<file path="config.mk">
export PLATFORM = sky130hd
export DESIGN_NAME = pong_match_ctrl
export DESIGN_NICKNAME = d
export VERILOG_FILES = /design/src/rtl/pong_match_ctrl.sv
export SDC_FILE = /design/constraint.sdc
export NUM_CORES = 1
export LEC_CHECK = 0
export BUFFER_PORTS_ARGS = -buffer_cell sky130_fd_sc_hd__buf_2
export CAP_MARGIN = 20
export CORE_MARGIN = 3
export CORE_UTILIZATION = 55
export CTS_BUF_LIST = sky130_fd_sc_hd__clkbuf_4 sky130_fd_sc_hd__clkbuf_8
export CTS_CLUSTER_SIZE = 14
export DETAILED_ROUTE_END_ITERATION = 16
export MAX_ROUTING_LAYER = met4
export PLACE_DENSITY = 0.77
export SYNTH_ARGS = -nofsm -noshare
export SYNTH_HDL_FRONTEND = slang
export SYNTH_SLANG_ARGS = --single-unit
</file>
<file path="constraint.sdc">
create_clock -name clk -period 2.8 [get_ports clk]
set_input_delay 0 -clock clk [delete_from_list [all_inputs] [get_ports clk]]
set_output_delay 0 -clock clk [all_outputs]
set_load 0.05 [all_outputs]
</file>
<file path="src/rtl/pong_match_ctrl.sv">
// Match controller for the pong ball/paddle engine: start, serve pause, BCD
// countdown, scoring, win/timeout detection and winner reporting.
module pong_match_ctrl #(
  parameter int TICKS_PER_SEC = 25000000,
  parameter int GAME_SECONDS  = 60,
  parameter int WIN_SCORE     = 9,
  parameter int SERVE_SECONDS = 2
) (
  input  logic       clk,
  input  logic       rst,
  input  logic       start,
  input  logic       miss1,
  input  logic       miss2,
  output logic       stop,
  output logic [3:0] sec1,
  output logic [3:0] sec0,
  output logic [3:0] score1,
  output logic [3:0] score2,
  output logic       game_over,
  output logic [1:0] winner
);
  localparam int PW = (TICKS_PER_SEC > 1) ? $clog2(TICKS_PER_SEC) : 1;
  localparam int SW = (SERVE_SECONDS > 1) ? $clog2(SERVE_SECONDS) : 1;
  localparam logic [PW-1:0] PRESC_MAX  = PW'(TICKS_PER_SEC - 1);
  localparam logic [SW-1:0] SERVE_LAST = SW'(SERVE_SECONDS - 1);
  localparam logic [3:0]    WIN        = 4'(WIN_SCORE);
  localparam logic [3:0]    SEC1_INIT  = 4'(GAME_SECONDS / 10);
  localparam logic [3:0]    SEC0_INIT  = 4'(GAME_SECONDS % 10);

  localparam logic [1:0] S_IDLE  = 2'd0;
  localparam logic [1:0] S_SERVE = 2'd1;
  localparam logic [1:0] S_PLAY  = 2'd2;
  localparam logic [1:0] S_OVER  = 2'd3;

  logic [1:0]    r_state, w_state_n;
  logic [PW-1:0] r_presc, w_presc_n;
  logic [SW-1:0] r_serve_cnt, w_serve_n;
  logic [3:0]    r_sec1, r_sec0, w_sec1_n, w_sec0_n;
  logic [3:0]    r_score1, r_score2, w_score1_n, w_score2_n;
  logic [1:0]    r_winner, w_winner_n;
  logic          r_stop, r_game_over;
  logic          r_start_d, r_miss1_d, r_miss2_d;
  logic          w_start_p, w_miss1_p, w_miss2_p, w_tick;

  function automatic logic [3:0] sat_inc(input logic [3:0] s);
    return (s >= WIN) ? WIN : s + 4'd1;
  endfunction

  always_comb begin
    w_start_p  = start & ~r_start_d;
    w_miss1_p  = miss1 & ~r_miss1_d;
    w_miss2_p  = miss2 & ~r_miss2_d;
    w_tick     = (r_presc == PRESC_MAX);
    w_state_n  = r_state;
    w_presc_n  = r_presc;
    w_serve_n  = r_serve_cnt;
    w_sec1_n   = r_sec1;
    w_sec0_n   = r_sec0;
    w_score1_n = r_score1;
    w_score2_n = r_score2;
    w_winner_n = r_winner;
    case (r_state)
      S_IDLE, S_OVER: begin
        if (w_start_p) begin
          w_state_n  = S_SERVE;
          w_score1_n = 4'd0;
          w_score2_n = 4'd0;
          w_sec1_n   = SEC1_INIT;
          w_sec0_n   = SEC0_INIT;
          w_winner_n = 2'b00;
        end
      end
      S_SERVE: begin
        w_presc_n = w_tick ? '0 : r_presc + PW'(1);
        if (w_tick) begin
          if (r_serve_cnt == SERVE_LAST) begin
            w_serve_n = '0;
            w_state_n = S_PLAY;
          end else begin
            w_serve_n = r_serve_cnt + SW'(1);
          end
        end
      end
      default: begin
        w_presc_n = w_tick ? '0 : r_presc + PW'(1);
        if (w_tick && (r_sec1 != 4'd0 || r_sec0 != 4'd0)) begin
          if (r_sec0 == 4'd0) begin
            w_sec0_n = 4'd9;
            w_sec1_n = r_sec1 - 4'd1;
          end else begin
            w_sec0_n = r_sec0 - 4'd1;
          end
        end
        if (w_miss1_p) w_score2_n = sat_inc(r_score2);
        if (w_miss2_p) w_score1_n = sat_inc(r_score1);
        if (w_miss1_p | w_miss2_p)
          w_state_n = (w_score1_n == WIN || w_score2_n == WIN) ? S_OVER : S_SERVE;
        // Timeout overrides the serve return; scores above are already applied.
        if (w_tick && w_sec1_n == 4'd0 && w_sec0_n == 4'd0)
          w_state_n = S_OVER;
        if (w_state_n == S_OVER) begin
          if (w_score1_n > w_score2_n)      w_winner_n = 2'b01;
          else if (w_score2_n > w_score1_n) w_winner_n = 2'b10;
          else                              w_winner_n = 2'b11;
        end
      end
    endcase
    if (w_state_n != r_state) w_presc_n = '0;
  end

  always_ff @(posedge clk or posedge rst) begin
    if (rst) begin
      r_state     <= S_IDLE;
      r_presc     <= '0;
      r_serve_cnt <= '0;
      r_sec1      <= SEC1_INIT;
      r_sec0      <= SEC0_INIT;
      r_score1    <= 4'd0;
      r_score2    <= 4'd0;
      r_winner    <= 2'b00;
      r_stop      <= 1'b1;
      r_game_over <= 1'b0;
      r_start_d   <= 1'b0;
      r_miss1_d   <= 1'b0;
      r_miss2_d   <= 1'b0;
    end else begin
      r_state     <= w_state_n;
      r_presc     <= w_presc_n;
      r_serve_cnt <= w_serve_n;
      r_sec1      <= w_sec1_n;
      r_sec0      <= w_sec0_n;
      r_score1    <= w_score1_n;
      r_score2    <= w_score2_n;
      r_winner    <= w_winner_n;
      r_stop      <= (w_state_n != S_PLAY);
      r_game_over <= (w_state_n == S_OVER);
      r_start_d   <= start;
      r_miss1_d   <= miss1;
      r_miss2_d   <= miss2;
    end
  end

  assign stop      = r_stop;
  assign sec1      = r_sec1;
  assign sec0      = r_sec0;
  assign score1    = r_score1;
  assign score2    = r_score2;
  assign game_over = r_game_over;
  assign winner    = r_winner;
endmodule

</file>
### Word level (Yosys, flattened, before mapping)

Cells that the tools add are included.
Widths: inputs -> output; s select.

* input port bits: 5
* bits in registers: 51
* logic and storage cells: 94

* eq/ne operators: 11
* mux-type cells: 35
* reduce and logical (&&, ||, !) cells: 17
* order comparisons: 4
* bitwise logic cells: 8
* add/subtract/negate cells: 6

Operators by type and width (number)
* $mux 25: 3
* $mux 4: 14
* $pmux 4 s2: 4
* $add 25x1->25 const B: 1
* $eq 25x25->1 const B: 1
* $mux 2: 10
* $logic_not 4->1: 3
* $add 4x1->4 const B: 2
* $eq 4x4->1 const B: 2
* $ge 4x4->1 const B: 2
* $gt 4x4->1: 2
* $pmux 2 s2: 2
* $reduce_bool 4->1: 2
* $sub 4x1->4 const B: 2
* $eq 2x2->1 const B: 3
* $ne 2x2->1 const B: 3
* $not 1->1: 4
* $reduce_and 2->1: 2
* $and 1x1->1: 3
* $logic_and 1x1->1: 3
* $reduce_and 3->1: 1
* $reduce_or 3->1: 1
* $eq 2x1->1 const B: 1
* $logic_not 2->1: 1
* other kinds (7): 9

### Logic depth before layout (Yosys ltp)

* depth after elaboration: 13
* mapped depth: 13

### Least setup slack after synthesis

No wires, ideal clock.

* kind: reg-to-reg
* from: register r_score2[0], in the netlist score2[0]
* to: register r_presc[11]
* stages on the path, launching flop included: 12
* setup slack: -113 ps
* arrival time: 2771 ps
* setup time: 142 ps
* data required time: 2658 ps
* buffers on the path: 1
* path through: dfrtp_1 -> inv_1 -> ha_1 -> nand2b_1 -> a2111oi_0 -> a21oi_1 -> inv_1 -> o41a_1 -> nor4b_2 -> nor4_4 -> buf_6 -> nor4_2

* longest elaborated chain between the ends: 13
* elaborated cells between the ends (all ways): 15
* those cells by class: add/sub (1); order compare (1); eq/ne (3); mux (9); reduce/logical (1)

RTL lines
* start: declaration: RTL line 39 `logic [3:0] r_score1, r_score2, w_score1_n, w_score2_n;`
* start signal: assignment: RTL line 133 `r_score2 <= w_score2_n;`
* $add 4x1->4 / $ge 4x4->1 (equally long branches): RTL line 46 `return (s >= WIN) ? WIN : s + 4'd1;`
* $mux 4: RTL line 46
* $mux 4 (*): RTL line 94 `if (w_miss1_p) w_score2_n = sat_inc(r_score2);`
* $mux 4 (*): RTL line 62 `case (r_state)`
* $eq 4x4->1 (*): RTL line 97 `w_state_n = (w_score1_n == WIN || w_score2_n == WIN) ? S_OVER : S_SERVE;`
* $logic_or 1x1->1 (*): RTL line 97
* $mux 2 (*): RTL line 97
* $mux 2 (*): RTL line 96 `if (w_miss1_p | w_miss2_p)`
* $mux 2 (*): RTL line 99 `if (w_tick && w_sec1_n == 4'd0 && w_sec0_n == 4'd0)`
* $mux 2 (*): RTL line 62
* $pmux 2 s2 (*): RTL line 62
* $ne 2x2->1 (*): RTL line 108 `if (w_state_n != r_state) w_presc_n = '0;`
* $ne 2x2->1 (no line) / $mux 25 (equally long branches)
* end signal: assignment: RTL line 128 `r_presc <= w_presc_n;`
* end: declaration: RTL line 36 `logic [PW-1:0] r_presc, w_presc_n;`

Mark *: on every way between the ends. The rest lies on a longest branch, timed or not. The select of a mux whose other input is x is not followed.
A chain may end at the register's enable or synchronous reset.

### Worst setup path after layout

* from: register r_presc[19]
* to: register r_presc[13]

* longest elaborated chain between the ends: 12
* elaborated cells between the ends (all ways): 19
* those cells by class: eq/ne (3); mux (11); reduce/logical (5)

RTL lines
* $eq 25x25->1 (*): RTL line 53 `w_tick = (r_presc == PRESC_MAX);`
* $logic_and 1x1->1: RTL line 86 `if (w_tick && (r_sec1 != 4'd0 || r_sec0 != 4'd0)) begin`
* $mux 4: RTL line 86
* $mux 4: RTL line 62
* $logic_not 4->1: RTL line 99
* $logic_and 1x1->1 (2 in series): RTL line 99
* $mux 2: RTL line 99
* $mux 2: RTL line 62
* $pmux 2 s2: RTL line 62
* $ne 2x2->1: RTL line 108
* $ne 2x2->1 (no line) / $mux 25 (equally long branches)

Marked as above.

==> qor.csv <==
stage,metric,value,unit
global_route,grt_overflow,0,
clock_network,cts_buffer_depth,2,
placement,dp_hpwl,5520,um
sta,worstMarginPinSlew,0.594,ns
drt,ant_nets,0,
logic_synthesis,avgSynthCellArea,9.36,um^2
floorplan,io_pins,25,
power_and_ir_drop,p_per_area,322,mW/mm^2
drt,dr.pass1.iters,4,
setup_path,r2r-start,r_presc[19],
global_route,track_usage,0.229,
drt,vias_per_cell,6.01,
global_route,antenna_found_initial,0,
sta,slew_violations,0,
clock_network,cts_sinks,51,
finish,layout-drive-gt1-share,0.265,
drt,wl_per_cell,16.8,um
setup_path,path_cells,nand4_2 > or4_4 > or4_4 > o31ai_4 > o2111a_2 > nor4_4 > buf_12 > nor4_1,
logic_synthesis,ys.flop_type,dfrtp_1,
setup_path,critPathMostFrequentCell,or4_4,
setup_path,startpoint_type,register,
drt,drc,0,
drt,drt-met1-wl,3870,um
floorplan,die_w,84.3,um
drt,wirelength,8090,um
run,maxCapViolCount,0,
sta,fin_crit,2.74,ns
drt,top_layer_used,met4,
setup_path,critical_path.slowest_cell,or4_4,
floorplan,floorplan.initialDensity,0.590,
setup_path,cp-end-kind,register,
logic_synthesis,synth_commonest_cells,"48 x dfrtp_1, 32 x nand2_1, 31 x nor2_1",
setup_path,criticalPathCategory,register to register,
sta,post-route-period-util,0.979,
sta,rsz0062_at_grt,true,
logic_synthesis,synth_top_area_share,0.357,
clock_network,numCtsBuffers,5,
setup_path,cpPeakStageDelay,0.62,ns
clock_network,cts_max_level,2,
floorplan,floorplan.rows,27,
floorplan,die_h,84.3,um
logic_synthesis,synth_top_area_cell,dfrtp_1,
logic_synthesis,synth_cell_types,65,
sta,max_clock_freq,0.365,GHz
clock_network,cts-root-buf,clkbuf_8,
drt,dr_wl_met3,412,um
global_route,grt_pass1_wl,13000,um
sta,finalSetupViolCount,0,
logic_synthesis,syn_nets,380,
logic_synthesis,yosys_warnings,0,
power_and_ir_drop,vdd_ir_drop_max,0.000310,V
power_and_ir_drop,p_leak,1.68,nW
placement,gp_congestion,0.922,
clock_network,insertion_delay,0.31,ns
sta,setup_tns,0,ns
floorplan,core,0.00571,mm^2
drt,drt_iter0_markers,248,
finish,final_cells,480,
logic_synthesis,synth_edf_count,0,
setup_path,r2r-end,r_presc[13],
finish,area_growth,17.1,%
placement,dp_cells,460,
global_route,grt_max_degree,52,
finish,nets,427,
setup_path,path_max_fanout,25,
setup_path,cp.arrival,2.95,ns
clock_network,clk_pin_slew,0.09,ns
logic_synthesis,async_reset_ff_frac,1.00,
logic_synthesis,synth-seq-cells,51,
global_route,first_global_vias,2777,
logic_synthesis,synth_area,0.00337,mm^2
logic_synthesis,synthCells,360,
drt,dr_total_vias,2885,
logic_synthesis,yosysMostFrequentCell,dfrtp_1,
finish,n_antenna_cell,0,
placement,io_buffers,24,
setup_path,cp.required,3.01,ns
clock_network,cts_tree,done,
setup_path,path_delay_family,simple AND/OR/NAND/NOR gates,
sta,slew_headroom,0.603,
sta,clock_skew,0.00341,ns
hold_path,min_path_type,input port to asynchronous set/reset pin,
logic_synthesis,synth_area_leaders,"dfrtp_1 36%, ha_1 5.6%, xor2_1 3.6%, nand2_1 3.6%, nor2_1 3.5%",
drt,wl_met2,3740,um
setup_path,r2r_cells,8,
setup_path,r2r_slack,0.06,ns
run_status,status,completed,
setup_path,cp_num_buf_inv,1,
logic_synthesis,ys_seq_area_frac,0.380,
sta,hold_viol_final,0,
floorplan,die-area,0.00710,mm^2
-- cells in the final DEF, fill, tap and decap left out, types with 4 or more instances in the layout --
| master | synthesis | layout |
|---|---|---|
| dfrtp_1 | 48 | 44 |
| nand2_1 | 32 | 32 |
| nor2_1 | 31 | 31 |
| buf_2 | 2 | 24 |
| buf_4 | 0 | 24 |
| o21ai_0 | 19 | 18 |
| inv_1 | 16 | 15 |
| a21oi_1 | 17 | 15 |
| ha_1 | 15 | 15 |
| xor2_1 | 14 | 14 |
| nand3_1 | 13 | 13 |
| nor4_2 | 9 | 10 |
| nor3_1 | 10 | 10 |
| xnor2_1 | 10 | 10 |
| nor3_2 | 10 | 10 |
| nand4_1 | 8 | 8 |
| nand2b_1 | 8 | 8 |
| and3_1 | 6 | 6 |
| clkbuf_8 | 0 | 6 |
| nor4_4 | 2 | 5 |
| o21ai_1 | 4 | 5 |
| and4_1 | 5 | 5 |
| nor4_1 | 8 | 4 |
| nor2b_1 | 4 | 4 |
| dlygate4sd3_1 | 0 | 4 |
| dfrtp_2 | 0 | 4 |
-- per-layer routing --
metal,up-vias,track usage
met5,-,-
met4,0,0.0409
met3,7,0.0471
met2,76,0.352
met1,1397,0.319
li1,1405,-
-- logic make-up (layout without fill, tap and decap cells) --
logic type               after synthesis  count (layout)  synth area share
multiplexers                           1               1           0.00297
XOR/XNOR                              24              24            0.0624
buffers and inverters                 32              79            0.0431
flip-flops                            51              51             0.380
adder cells (fa/ha/maj)               15              15            0.0557
AO/OA/AOI/OAI                         69              70             0.139
AND/OR/NAND/NOR                      168             168             0.317
-- worst reg2reg max path, cell delays in order, from the launching register on --
cell      delay [ns]
dfrtp_1         0.43
nand4_2         0.14
or4_4           0.62
or4_4           0.52
o31ai_4         0.10
o2111a_2        0.29
nor4_4          0.05
buf_12          0.19
nor4_1          0.31
-- stage by stage --
step	hold slack (ns)	area [um^2]	setup WS (ns)	utilization	total power [mW]
3_3_place_gp	0.122	3660	0.135	0.641	0.816
5_1_grt	0.194	3940	-0.0441	0.691	1.32
2_1_floorplan	0.0314	3370	0.0108	-	0.799
4_1_cts	0.333	3790	0.0307	0.664	1.27
3_5_place_dp	0.124	3660	0.0315	0.641	0.818
6_report	0.185	3940	0.0583	0.691	1.27
-- sequential cells by signal, summed over array words and instances (netlist names), 2 cells and up --
| name | flops |
|---|---|
| r_presc | 25 |
| r_state | 2 |
| score1 | 4 |
| score2 | 4 |
| sec0 | 4 |
| sec1 | 4 |
| winner | 2 |
-- cell type report --
cell class              instances  area [um^2]
clock buffers                   7         90.1
inverters                      17         63.8
well taps                      72         90.1
repair buffers                 54          380
flip-flops and latches         51         1280
multi-input cells             278         2030
fillers                       448         1770
clock inverters                 1         5.00
-- how the worst max path moves through the flow --
stage / startpoint / to / cells past startpoint
2_1_floorplan: sec1[1] / r_presc[11] / 10
3_3_place_gp: r_presc[7] / r_presc[18] / 9
3_5_place_dp: score1[1] / r_presc[13] / 10
4_1_cts: score1[1] / r_presc[18] / 10
5_1_grt: r_presc[0] / r_presc[12] / 9
6_report: r_presc[19] / r_presc[13] / 8
-- what timing repair did --
item	4_1_cts	5_1_grt
hold buffers	4	0
endpoints found under the hold margin	17	0
gates resized for setup	0	13
setup endpoints to repair	0	26
setup buffers	0	6
-- power by group --
part,internal (mW),switching [mW],leakage [nW]
registers,0.739,0.00184,0.638
logic,0.0297,0.0449,0.995
clock network,0.210,0.245,0.0517
Power figures use the tool's default switching activity.
